<file path="config.mk">
export PLATFORM = sky130hd
export DESIGN_NAME = elevator_car_ctrl
export DESIGN_NICKNAME = d
export VERILOG_FILES = /design/src/rtl/elevator_pkg.sv /design/src/rtl/elev_timer.sv /design/src/rtl/elevator_car_ctrl.sv
export SDC_FILE = /design/constraint.sdc
export NUM_CORES = 1
export LEC_CHECK = 0
export ABC_AREA = 1
export BUFFER_PORTS_ARGS = -buffer_cell sky130_fd_sc_hd__buf_4
export CORE_MARGIN = 2
export CORE_UTILIZATION = 61
export CTS_CLUSTER_SIZE = 30
export DETAILED_ROUTE_END_ITERATION = 12
export PLACE_DENSITY = 0.91
export REMOVE_ABC_BUFFERS = 1
export SYNTH_ARGS = -nofsm -noshare
export SYNTH_HDL_FRONTEND = slang
export SYNTH_SLANG_ARGS = --single-unit
</file>
<file path="constraint.sdc">
create_clock -name clk -period 2.5 [get_ports clk]
set_input_delay 0.125 -clock clk [delete_from_list [all_inputs] [get_ports clk]]
set_output_delay 0.125 -clock clk [all_outputs]
set_load 0.03 [all_outputs]
</file>
<file path="src/rtl/elevator_pkg.sv">
// Shared types for the 5-floor car controller and the floor display decoder.
package elevator_pkg;

  localparam int FLOORS = 5;

  typedef logic [FLOORS-1:0] floor_oh_t;

  typedef enum logic [1:0] {
    IDLE      = 2'd0,
    MOVE_UP   = 2'd1,
    MOVE_DOWN = 2'd2,
    DOOR      = 2'd3
  } car_state_t;

  // Both masks assume f is one-hot: floors strictly above / strictly below f.
  function automatic floor_oh_t above_mask(input floor_oh_t f);
    return ~(f | (f - floor_oh_t'(1)));
  endfunction

  function automatic floor_oh_t below_mask(input floor_oh_t f);
    return f - floor_oh_t'(1);
  endfunction

  function automatic logic [2:0] status_of(input car_state_t s);
    return {s == MOVE_UP, s == MOVE_DOWN, s == DOOR};
  endfunction

endpackage

</file>
<file path="src/rtl/elev_timer.sv">
// Up-counter with synchronous clear, enable and terminal-count flag; shared by
// the floor-travel and door-dwell timing.
module elev_timer #(
  parameter int WIDTH = 8
) (
  input  logic             clk,
  input  logic             rst_n,
  input  logic             clr,
  input  logic             en,
  input  logic [WIDTH-1:0] tc_val,
  output logic             tc
);

  logic [WIDTH-1:0] count;

  always_ff @(posedge clk or negedge rst_n) begin
    if (!rst_n) begin
      count <= '0;
    end else if (clr) begin
      count <= '0;
    end else if (en) begin
      count <= count + WIDTH'(1);
    end
  end

  assign tc = en && (count == tc_val);

endmodule

</file>
<file path="src/rtl/elevator_car_ctrl.sv">
// SCAN-order car controller for a 5-floor elevator. Defining ELEVATOR_ESTOP_EN
// adds an estop input that freezes timer, state and position while high.
//
// state     | meaning
// IDLE      | parked, no request ahead in either direction
// MOVE_UP   | travelling up, timer counts floor travel
// MOVE_DOWN | travelling down, timer counts floor travel
// DOOR      | door open at current floor, timer counts dwell
module elevator_car_ctrl
  import elevator_pkg::*;
#(
  parameter int MOVE_CYCLES = 50_000_000,
  parameter int DOOR_CYCLES = 150_000_000
) (
  input  logic              clk,
  input  logic              rst_n,
`ifdef ELEVATOR_ESTOP_EN
  input  logic              estop,
`endif
  input  logic [FLOORS-1:0] call,
  output logic [FLOORS-1:0] floor_oh,
  output logic [FLOORS-1:0] pending,
  output logic              moving_up,
  output logic              moving_down,
  output logic              door_open
);

  localparam int MAX_CYCLES = (MOVE_CYCLES > DOOR_CYCLES) ? MOVE_CYCLES : DOOR_CYCLES;
  localparam int TW         = (MAX_CYCLES > 2) ? $clog2(MAX_CYCLES) : 1;
  localparam logic [TW-1:0] MOVE_TC = TW'(MOVE_CYCLES - 1);
  localparam logic [TW-1:0] DOOR_TC = TW'(DOOR_CYCLES - 1);

  car_state_t state;
  logic       dir_up;
  logic       hold;
  logic       timer_clr;
  logic       timer_en;
  logic       timer_tc;
  logic       moving;
  logic       arrive_hit;
  logic       idle_hit;
  logic       door_restart;
  floor_oh_t  req;
  floor_oh_t  next_floor;
  floor_oh_t  clear;

`ifdef ELEVATOR_ESTOP_EN
  assign hold = estop;
`else
  assign hold = 1'b0;
`endif

  assign req          = pending | call;
  assign moving       = (state == MOVE_UP) || (state == MOVE_DOWN);
  assign next_floor   = (state == MOVE_UP) ? (floor_oh << 1) : (floor_oh >> 1);
  assign arrive_hit   = moving && timer_tc && |(req & next_floor);
  assign idle_hit     = (state == IDLE) && !hold && |(req & floor_oh);
  assign door_restart = (state == DOOR) && !hold && |(call & floor_oh);

  // The door floor is masked for the whole dwell so a repeat press only restarts
  // the timer and never leaves a stale request behind.
  always_comb begin
    clear = '0;
    if (arrive_hit)
      clear = next_floor;
    else if (idle_hit || (state == DOOR))
      clear = floor_oh;
  end

  // IDLE keeps the timer parked at zero so every move starts from a full count.
  assign timer_en  = !hold && (state != IDLE);
  assign timer_clr = !hold && ((state == IDLE) || timer_tc || door_restart);

  elev_timer #(
    .WIDTH (TW)
  ) u_timer (
    .clk    (clk),
    .rst_n  (rst_n),
    .clr    (timer_clr),
    .en     (timer_en),
    .tc_val ((state == DOOR) ? DOOR_TC : MOVE_TC),
    .tc     (timer_tc)
  );

  always_ff @(posedge clk or negedge rst_n) begin
    if (!rst_n) begin
      state       <= IDLE;
      floor_oh    <= floor_oh_t'(1);
      pending     <= '0;
      dir_up      <= 1'b1;
      moving_up   <= 1'b0;
      moving_down <= 1'b0;
      door_open   <= 1'b0;
    end else begin
      pending <= req & ~clear;
      case (state)
        IDLE: begin
          if (hold) begin
            state <= IDLE;
          end else if (idle_hit) begin
            state <= DOOR;
            {moving_up, moving_down, door_open} <= status_of(DOOR);
          end else if (dir_up && |(pending & above_mask(floor_oh))) begin
            state <= MOVE_UP;
            {moving_up, moving_down, door_open} <= status_of(MOVE_UP);
          end else if (!dir_up && |(pending & below_mask(floor_oh))) begin
            state <= MOVE_DOWN;
            {moving_up, moving_down, door_open} <= status_of(MOVE_DOWN);
          end else if (|(pending & above_mask(floor_oh))) begin
            state  <= MOVE_UP;
            dir_up <= 1'b1;
            {moving_up, moving_down, door_open} <= status_of(MOVE_UP);
          end else if (|(pending & below_mask(floor_oh))) begin
            state  <= MOVE_DOWN;
            dir_up <= 1'b0;
            {moving_up, moving_down, door_open} <= status_of(MOVE_DOWN);
          end
        end
        MOVE_UP, MOVE_DOWN: begin
          if (timer_tc) begin
            floor_oh <= next_floor;
            if (arrive_hit) begin
              state <= DOOR;
              {moving_up, moving_down, door_open} <= status_of(DOOR);
            end else if ((state == MOVE_UP) && |(req & above_mask(next_floor))) begin
              state <= MOVE_UP;
            end else if ((state == MOVE_DOWN) && |(req & below_mask(next_floor))) begin
              state <= MOVE_DOWN;
            end else begin
              state <= IDLE;
              {moving_up, moving_down, door_open} <= status_of(IDLE);
            end
          end
        end
        DOOR: begin
          if (timer_tc && !door_restart) begin
            state <= IDLE;
            {moving_up, moving_down, door_open} <= status_of(IDLE);
          end
        end
        default: begin
          state <= IDLE;
          {moving_up, moving_down, door_open} <= status_of(IDLE);
        end
      endcase
    end
  end

endmodule

</file>
==> impl_metrics.py, run 1 <==
metrics = {
    "placed_design": {
        "place_area_sq_mm": 0.00329,
        "hpwl_mm": 5.54,
        "numPortBuffers": 19,
        "gp_congestion": 0.935,
        "pre_cts_slack_ns": 0.0909,
    },
    "final_layout": {
        "nets": 479,
        "fin_util": 0.720,
        "fillers": 370,
        "diodes": 0,
        "layout-drive-gt1-share": 0.155,
        "final_cell_area_sq_mm": 0.00345,
        "syn2layout_area_growth_pct": 12.0,
    },
    "power": {
        "p_seq_frac": 0.391,
        "vdd_ir_drop_max_v": 0.000889,
        "power_density_mw_per_mm2": 594,
        "intPower_mw": 1.30,
        "swShare": 0.365,
        "power_mw": 2.05,
        "power.leakage_nw": 1.69,
        "clock_power_share": 0.300,
        "p_comb_frac": 0.309,
        "power_switching_uw": 746,
    },
    "timing": {
        "worst_slew_pin_slew_ns": 0.564,
        "finClkSkew_ns": 0.00974,
        "setup_ws_ns": 0.211,
        "setup_viol": 0,
        "period_minus_slack_ns": 2.29,
        "max_slew_margin": 0.624,
        "maxSlewViolCount": 0,
        "max_freq_ghz": 0.437,
        "period_share": 0.915,
        "tns_ns": 0,
        "timing_hold_violations_final": 0,
        "rsz0062_at_grt": "no",
    },
    "logic_synthesis": {
        "postSynthAreaPerCell_sq_um": 7.15,
        "synthesis.area_sq_mm": 0.00308,
        "ys_ff_latch": 44,
        "yosys_warnings": 0,
        "synth_cell_types": 39,
        "yosysSeqAreaShare": 0.359,
        "syn_inst": 430,
    },
    "drt": {
        "viasPerCell": 5.61,
        "ant_nets": 0,
        "vias": 2943,
        "drt-pass1-iter-count": 5,
        "first_iter_violations": 303,
        "drc": 0,
        "wl_mm": 7.58,
        "detail_route.wl_per_cell_um": 14.4,
    },
    "run": {
        "timing.max_cap.violations": 0,
    },
    "grt": {
        "track_usage": 0.297,
        "antenna_found_initial": 0,
        "met1_usage": 0.348,
        "grt_use_met3": 0.0616,
        "grt_max_degree": 45,
        "grt_pass1_vias": 2810,
        "grt_pass1_wl_mm": 12.6,
        "use_met2": 0.514,
        "busiest_layer": "met2",
        "overflow": 0,
    },
    "floorplan": {
        "die_height_um": 75.0,
        "core_area_sq_mm": 0.00479,
        "initial_core_util": 0.643,
        "rows": 25,
        "die_area_sq_mm": 0.00563,
        "die_w_um": 75.0,
        "io_pins": 20,
    },
    "hold_path": {
        "whs_path_depth": 5,
        "hp-start": "call[0]",
        "whs_endpoint": "pending[0]",
        "hp-class": "in2reg",
    },
    "critical_path": {
        "worstSetupPathType": "reg2reg",
        "r2r_start": "state[1]",
        "crit_path_start_kind": "flip-flop",
        "r2r_cells": 16,
        "reg2reg_setup_slack_ns": 0.21,
        "critPathArrivalTime_ns": 2.49,
        "r2r_end": "moving_down",
        "endpoint_kind": "flip-flop",
        "crit_required_ns": 2.70,
        "cpMostUsedCell": "nand2_1",
        "slowest_stage": "dfrtp_1",
        "cp_cell_sequence": "inv_1 > ha_4 > nand2_1 > o21ai_2 > inv_1 > ha_1 > nand3_1 > ha_1 > nand2_1 > nand4_1 > nand2_1 > nand2_1 > nand3_4 > nand2_2 > nand2_1 > nand2_1",
        "path_buf_inv": 2,
        "crit_family": "simple AND/OR/NAND/NOR gates",
        "worstPathMaxFanout": 8,
        "critPathMaxStageDelay_ns": 0.43,
    },
    "outcome": {
        "status": "finished clean",
    },
    "clock_tree": {
        "cts_max_level": 2,
        "cts_tree": "done",
        "cts.sinks": 44,
        "cts-buffers-inserted": 5,
        "cts.clk_slew.worst_paths_ns": 0.08,
        "clockBufferDepth": 2,
        "insertion_delay_ns": 0.31,
        "root_buffer": "clkbuf_8",
    },
}
==> layout by cell type (no fill, tap or decap), drive strengths merged, types with 7 or more instances in the layout <==
cell and instances:
a21oi 13, buf 22, clkbuf 7, dfrtp 42, ha 15, inv 64
nand2 120, nand3 27, nand4 10, nor2 66, nor3 16, o21ai 25
==> worst min-delay path, delay by kind of cell <==
family                 cells  cell delay [ns]
AO/OA/AOI/OAI              1             0.11
buffers and inverters      2             0.16
AND/OR/NAND/NOR            2             0.14
==> power groups by stage <==
stage                     combinational [mW]  sequential [mW]  clock, mW
after floorplan                        0.454            0.817          0
after global placement                 0.591            0.805          0
after detailed placement               0.614            0.808          0
after CTS                              0.619            0.795      0.613
after global routing                   0.719            0.806      0.648
final                                  0.632            0.800      0.615
==> what timing repair did <==
action,4_1_cts,5_1_grt
hold buffers,1,0
endpoints found under the hold margin,42,0
endpoints found under the setup margin,0,4
buffers inserted,0,0
resized for setup,0,3
==> final cells by class <==
class / count / area (sq um) / share of cell area
clock buffer: 7 / 96.3 / 0.0280
inverter: 67 / 254 / 0.0737
timing repair buffer: 23 / 175 / 0.0508
clock inverter: 1 / 30.0 / 0.00871
multi-input combinational: 316 / 1700 / 0.494
sequential: 44 / 1100 / 0.320
tap: 67 / 83.8 / 0.0243
==> logic make-up after synthesis <==
| logic type | Yosys count | share of synthesized area |
|---|---|---|
| simple gates | 249 | 0.384 |
| compound gates | 43 | 0.0777 |
| fa+ha+maj | 15 | 0.0610 |
| flops | 44 | 0.359 |
| xor+xnor | 9 | 0.0256 |
| buf+inv | 70 | 0.0924 |
==> sequential cells by signal, summed over array words and instances (netlist names) <==
| signal | cells |
|---|---|
| dir_up | 1 |
| floor_oh | 5 |
| pending | 5 |
| state | 2 |
| moving_down | 1 |
| u_timer.count | 28 |
| moving_up | 1 |
| door_open | 1 |
==> metrics by stage <==
stage                     instances  hold slack, ns
after floorplan                 427          -0.171
after global placement          516           0.148
after detailed placement        516           0.163
after CTS                       525           0.266
after global routing            525           0.302
final                           525           0.270
==> how the worst max path moves through the flow <==
stage	cells past startpoint	slack [ns]	startpoint	to
3_3_place_gp	16	0.23	state[1]	moving_up
3_5_place_dp	16	0.09	state[1]	moving_up
2_1_floorplan	17	0.29	floor_oh[0]	door_open
5_1_grt	16	0.01	state[1]	door_open
6_report	16	0.21	state[1]	moving_down
4_1_cts	16	0.05	state[1]	moving_up
==> Yosys cell counts <==
master / number / area, sq um
a211oi_1: 1 / 7.51
a21oi_1: 13 / 65.1
a22oi_1: 1 / 7.51
and2_4: 1 / 8.76
and3_1: 2 / 12.5
buf_4: 1 / 7.51
buf_6: 2 / 22.5
clkinv_1: 3 / 11.3
dfrtp_1: 42 / 1050
dfstp_2: 2 / 52.6
ha_1: 15 / 188
inv_1: 58 / 218
inv_2: 5 / 18.8
inv_4: 1 / 6.26
nand2_1: 112 / 420
nand2_2: 8 / 50.1
nand3_1: 25 / 125
nand3_2: 1 / 10.0
nand3_4: 1 / 17.5
nand3b_1: 1 / 7.51
nand3b_4: 1 / 20.0
nand4_1: 8 / 50.1
nand4_2: 1 / 12.5
nand4_4: 1 / 21.3
nor2_1: 56 / 210
nor2_2: 6 / 37.5
nor2_4: 4 / 45.0
nor3_1: 13 / 65.1
nor3_2: 3 / 30.0
nor3b_1: 1 / 7.51
nor4_1: 3 / 18.8
nor4_2: 1 / 12.5
o211ai_1: 2 / 15.0
o21a_1: 1 / 7.51
o21ai_0: 19 / 95.1
o21ai_1: 3 / 15.0
o21ai_2: 3 / 26.3
xnor2_1: 3 / 26.3
xor2_1: 6 / 52.6
==> per-layer routing <==
layer	vias up	part of all wire
met3	38	0.060
met5	-	0
met2	132	0.50
li1	1423	-
met4	0	0.044
met1	1350	0.39
Power figures use the tool's default switching activity.
==> run 2: changes to the inputs <==
- ABC_AREA: 1 -> unset
- CORE_ASPECT_RATIO: unset -> 0.75
- CORE_UTILIZATION: 61 -> 60
- REMOVE_ABC_BUFFERS: 1 -> unset
==> impl_metrics.py, run 2 <==
metrics = {
    "hold_path": {
        "hp-class": "in2reg",
    },
    "floorplan": {
        "rows": 20,
        "die_w_um": 80.4,
        "die_height_um": 61.3,
        "core_area_sq_mm": 0.00413,
        "initial_core_util": 0.636,
        "die_area_sq_mm": 0.00493,
        "io_pins": 20,
    },
    "placed_design": {
        "hpwl_mm": 4.81,
        "gp_congestion": 0.955,
        "place_area_sq_mm": 0.00304,
        "numPortBuffers": 19,
    },
    "final_layout": {
        "top_regs": "u_timer.count: 28 flops, floor_oh: 5 flops, pending: 5 flops",
        "layout-drive-gt1-share": 0.255,
        "syn2layout_area_growth_pct": 24.3,
        "final_common_cell": "nor2_1",
        "diodes": 0,
        "largest_reg_flops": 28,
        "fillers": 259,
        "final_cell_area_sq_mm": 0.00326,
        "layout_common_cells": "49 x nor2_1, 46 x buf_4, 41 x dfrtp_1",
        "nets": 362,
        "top_register": "u_timer.count",
    },
    "logic_synthesis": {
        "synth_cell_types": 50,
        "yosysTopAreaCell": "dfrtp_1",
        "synth_nets": 310,
        "ys_ff_latch": 44,
        "yosysSeqAreaShare": 0.420,
        "yosys-top-cells-count": "50 x nor2_1, 42 x dfrtp_1, 21 x nand2_1",
        "synthesis.area_sq_mm": 0.00263,
        "yosys_warnings": 0,
        "postSynthAreaPerCell_sq_um": 9.11,
        "yosysTopAreaCellShare": 0.400,
        "synthTopCellsByArea": "dfrtp_1 40%, ha_1 7.1%, nor2_1 7.1%",
        "synthMostInstantiatedCell": "nor2_1",
        "synth_edf_count": 0,
        "synth_ff_type": "dfrtp_1",
        "syn_inst": 288,
        "async_flop_share": 1.00,
    },
    "grt": {
        "track_usage": 0.300,
        "grt_max_degree": 45,
        "overflow": 0,
        "grt_pass1_vias": 2250,
        "antenna_found_initial": 0,
        "grt_pass1_wl_mm": 11.1,
    },
    "timing": {
        "tns_ns": -0.0792,
        "max_freq_ghz": 0.394,
        "period_minus_slack_ns": 2.54,
        "rsz0062_at_grt": "yes",
        "finClkSkew_ns": 0.00803,
        "setup_viol": 3,
        "maxSlewViolCount": 0,
        "max_slew_margin": 0.624,
        "setup_ws_ns": -0.0379,
        "worst_slew_pin_slew_ns": 0.565,
        "fin_worst_hold_slack_ns": 0.214,
        "timing_hold_violations_final": 0,
        "period_share": 1.02,
    },
    "critical_path": {
        "worstSetupPathType": "reg2reg",
        "cp_cell_sequence": "inv_2 > ha_4 > nand3_4 > ha_4 > a222oi_1 > and2_1 > o21bai_2 > and2_4 > o41ai_4",
        "slowest_stage": "dfstp_2",
        "cpMostUsedCell": "ha_4",
        "endpoint_kind": "flip-flop",
        "worstPathMaxFanout": 5,
        "crit_path_start_kind": "flip-flop",
        "critPathArrivalTime_ns": 2.73,
        "critPathMaxStageDelay_ns": 0.62,
        "crit_required_ns": 2.70,
    },
    "drt": {
        "drc": 0,
        "viasPerCell": 6.28,
        "wl_mm": 7.18,
        "vias": 2486,
        "ant_nets": 0,
        "first_iter_violations": 211,
        "detail_route.wl_per_cell_um": 18.1,
        "drt-pass1-iter-count": 5,
    },
    "clock_tree": {
        "cts.clk_slew.worst_paths_ns": 0.09,
        "cts-buffers-inserted": 5,
        "insertion_delay_ns": 0.31,
        "cts_tree": "done",
        "cts_max_level": 2,
        "cts.sinks": 44,
        "clockBufferDepth": 2,
        "root_buffer": "clkbuf_8",
    },
    "power": {
        "power_density_mw_per_mm2": 373,
        "power.leakage_nw": 1.46,
        "vdd_ir_drop_max_v": 0.000264,
        "power_mw": 1.22,
    },
    "outcome": {
        "status": "complete, but fails checks",
        "failed_checks": "setup timing",
    },
    "run": {
        "timing.max_cap.violations": 0,
    },
}
## run 2: cell count changes after synthesis, sizes merged, moves of 11 or more
cell / previous run / this run
nand3: 27 / 16
nand2: 120 / 21
xnor2: 3 / 16
nor2: 66 / 50
inv: 64 / 19
## run 2: worst max-delay path: cells and delay by family, from the launching register on
family                     cells  cell delay (ns)
buffers and inverters          1             0.09
AOI/OAI and AO/OA              3             0.88
and+or+nand+nor                3             0.48
DFF                            1             0.62
adders and majority gates      2             0.36
## run 2: cell type report
cell class | count | area [sq um] | share of cell area
multi-input cells | 222 | 1560 | 0.477
repair buffers | 48 | 367 | 0.112
clock buffers | 7 | 86.3 | 0.0265
inverters | 19 | 71.3 | 0.0219
well taps | 55 | 68.8 | 0.0211
clock inverters | 1 | 7.51 | 0.00230
flip-flops and latches | 44 | 1100 | 0.339
## run 2: worst paths after layout
check | slack (ns) | to | startpoint | depth (start not counted)
worst max-delay path | -0.04 | state[0] | floor_oh[0] | 9
min in group asynchronous | 0.34 | floor_oh[3] | rst_n | 2
worst min register to register | 0.51 | u_timer.count[0] | u_timer.count[0] | 1
worst min-delay path | 0.21 | pending[4] | call[4] | 3
worst max register to register | -0.04 | state[0] | floor_oh[0] | 9
max in group asynchronous | 1.75 | floor_oh[1] | rst_n | 2
## run 2: through the flow
step	worst slack, ns	utilization	cells
finish	-0.0379	0.790	396
global route	-0.171	0.790	396
CTS	0.00191	0.767	393
detailed placement	-0.103	0.737	384
global placement	-0.0390	0.737	384
floorplan	-0.00278	-	288
## run 2: cells by family after synthesis
kind of cell               synth area share
DFF                                   0.420
and+or+nand+nor                       0.242
adders and majority gates            0.0715
muxes                                0.0153
AOI/OAI and AO/OA                     0.135
xor gates and xnor gates             0.0834
buffers and inverters                0.0324
## run 2: power breakdown
part | switching [mW] | internal, mW | total, mW | leakage (nW)
clock | 0.256 | 0.225 | 0.481 | 0.0445
combinational | 0.0189 | 0.00727 | 0.0262 | 0.857
sequential | 0.000000000000000363 | 0.711 | 0.711 | 0.555
## run 2: per-layer routing
metal,global-route usage,share of wire,up-vias
li1,-,-,1127
met1,0.436,0.45,1196
met2,0.444,0.43,142
met3,0.0748,0.091,21
met4,0.107,0.023,0
met5,0,0,-
## run 2: repair_timing
item,in CTS,in global routing
endpoints found under the hold margin,42,0
buffers inserted,0,3
endpoints found under the setup margin,4,7
pin swaps,0,12
gates resized for setup,3,17
hold buffers,1,0
==> run 3: changes to the inputs <==
- CORE_UTILIZATION: 60 -> 62
- CTS_BUF_LIST: unset -> sky130_fd_sc_hd__clkbuf_2
- PLACE_DENSITY: 0.91 -> 0.93
==> impl_metrics.py, run 3 (same netlist as run 2, synthesis figures left out) <==
metrics = {
    "drt": {
        "drc": 0,
        "vias": 2484,
        "detail_route.wl_per_cell_um": 18.2,
        "drt-pass1-iter-count": 5,
        "viasPerCell": 6.24,
        "first_iter_violations": 242,
        "ant_nets": 0,
        "wl_mm": 7.24,
    },
    "grt": {
        "antenna_found_initial": 0,
        "grt_pass1_wl_mm": 11.0,
        "overflow": 0,
        "grt_pass1_vias": 2260,
        "grt_max_degree": 45,
        "track_usage": 0.303,
    },
    "run": {
        "timing.max_cap.violations": 0,
    },
    "hold_path": {
        "whs_path_depth": 3,
        "hp-start": "call[4]",
        "hp-class": "in2reg",
        "whs_endpoint": "pending[4]",
    },
    "floorplan": {
        "rows": 20,
        "initial_core_util": 0.648,
        "io_pins": 20,
        "die_w_um": 79.1,
        "core_area_sq_mm": 0.00405,
        "die_height_um": 60.4,
        "die_area_sq_mm": 0.00478,
    },
    "timing": {
        "fin_worst_hold_slack_ns": 0.121,
        "period_share": 1.00,
        "timing_hold_violations_final": 0,
        "max_freq_ghz": 0.398,
        "maxSlewViolCount": 0,
        "setup_viol": 2,
        "rsz0062_at_grt": "yes",
        "max_slew_margin": 0.624,
        "finClkSkew_ns": 0.0259,
        "tns_ns": -0.0146,
        "period_minus_slack_ns": 2.51,
        "worst_slew_pin_slew_ns": 0.563,
        "setup_ws_ns": -0.0107,
    },
    "critical_path": {
        "cp_cell_sequence": "inv_2 > ha_4 > o21ai_2 > inv_2 > ha_4 > nand3_2 > ha_1 > o21ai_1 > nand2_1 > o21a_1 > o21ai_2 > o21bai_4 > mux2_4",
        "endpoint_kind": "flip-flop",
        "r2r_cells": 13,
        "crit_required_ns": 2.84,
        "reg2reg_setup_slack_ns": -0.01,
        "crit_family": "compound AO/OA/AOI/OAI gates",
        "path_buf_inv": 2,
        "slowest_stage": "dfrtp_1",
        "critPathArrivalTime_ns": 2.85,
        "r2r_end": "moving_down",
        "worstSetupPathType": "reg2reg",
        "worstPathMaxFanout": 7,
        "r2r_start": "state[1]",
        "crit_path_start_kind": "flip-flop",
        "critPathMaxStageDelay_ns": 0.45,
    },
    "final_layout": {
        "fillers": 255,
        "fin_util": 0.802,
        "top_regs": "u_timer.count: 28 flops, floor_oh: 5 flops, pending: 5 flops",
        "layout-drive-gt1-share": 0.271,
        "top_register": "u_timer.count",
        "largest_reg_flops": 28,
        "layout_common_cells": "49 x nor2_1, 47 x buf_4, 41 x dfrtp_1",
        "regArea_sq_mm": 0.00110,
        "multi_input_area_sq_mm": 0.00158,
        "syn2layout_area_growth_pct": 23.8,
        "layoutNonFillerInstCount": 398,
        "final_cell_area_sq_mm": 0.00325,
        "diodes": 0,
        "nets": 364,
        "final_common_cell": "nor2_1",
    },
    "placed_design": {
        "numPortBuffers": 19,
        "dp.cells": 382,
        "place_area_sq_mm": 0.00303,
        "pre_cts_slack_ns": -0.169,
        "hpwl_mm": 4.89,
        "gp_congestion": 1.01,
    },
    "clock_tree": {
        "clockBufferDepth": 2,
        "cts.clk_slew.worst_paths_ns": 0.24,
        "root_buffer": "clkbuf_2",
        "cts-buffers-inserted": 5,
        "insertion_delay_ns": 0.41,
        "cts_max_level": 2,
        "cts_tree": "done",
        "cts.sinks": 44,
    },
    "power": {
        "power_density_mw_per_mm2": 322,
        "power_switching_uw": 261,
        "vdd_ir_drop_max_v": 0.000331,
        "swShare": 0.250,
        "p_comb_frac": 0.025,
        "p_seq_frac": 0.683,
        "intPower_uw": 784,
        "clock_power_share": 0.293,
        "power.leakage_nw": 1.47,
        "power_mw": 1.05,
    },
    "outcome": {
        "failed_checks": "setup timing",
        "status": "complete, but fails checks",
    },
}
run 3: cell types whose count changed in the layout (fill, tap and decap cells not counted), sizes merged:
cell,change
buf,+2
clkinv,+3
clkbuf,-2
clkinvlp,-1
run 3: area by class of cell:
class	instances	area share
Sequential cell	44	0.340
Tap cell	55	0.0212
Multi-Input combinational cell	222	0.486
Clock buffer	5	0.00770
Timing Repair Buffer	50	0.119
Clock inverter	3	0.00423
Inverter	19	0.0227
run 3: layer usage:
metal | vias up | wire length (um) | track usage | share of wire
met5 | - | 0 | 0 | 0
met4 | 0 | 155 | 0.0591 | 0.021
met3 | 26 | 673 | 0.101 | 0.093
met2 | 134 | 3310 | 0.469 | 0.46
met1 | 1201 | 3110 | 0.427 | 0.43
li1 | 1123 | - | - | -
run 3: power by group through the flow:
| stage | clock (mW) | combinational (mW) | sequential, mW |
|---|---|---|---|
| after global routing | 0.333 | 0.0295 | 0.714 |
| after floorplan | 0 | 0.0000988 | 0.725 |
| after global placement | 0 | 0.0247 | 0.725 |
| final | 0.306 | 0.0256 | 0.713 |
| after CTS | 0.298 | 0.0262 | 0.713 |
| after detailed placement | 0 | 0.0249 | 0.725 |
run 3: how the worst max path moves through the flow:
stage,end,start,depth (start not counted),slack [ns]
floorplan,moving_down,floor_oh[0],9,-0.003
global placement,moving_up,state[0],11,-0.08
detailed placement,moving_down,state[1],13,-0.17
CTS,moving_down,state[1],14,0.001
global route,moving_down,state[1],14,-0.12
finish,moving_down,state[1],13,-0.01
run 3: worst reg2reg max path: stages, from the launching register on:
cell	delay (ns)
dfrtp_1	0.45
inv_2	0.09
ha_4	0.19
o21ai_2	0.08
inv_2	0.11
ha_4	0.15
nand3_2	0.06
ha_1	0.28
o21ai_1	0.10
nand2_1	0.10
o21a_1	0.23
o21ai_2	0.19
o21bai_4	0.11
mux2_4	0.30
run 3: what timing repair did:
item,CTS,global route
gates cloned,0,0
hold endpoints to repair,42,0
buffers inserted,4,3
pin swaps,1,11
endpoints found under the setup margin,7,9
gates resized for setup,5,26
hold buffers,1,0
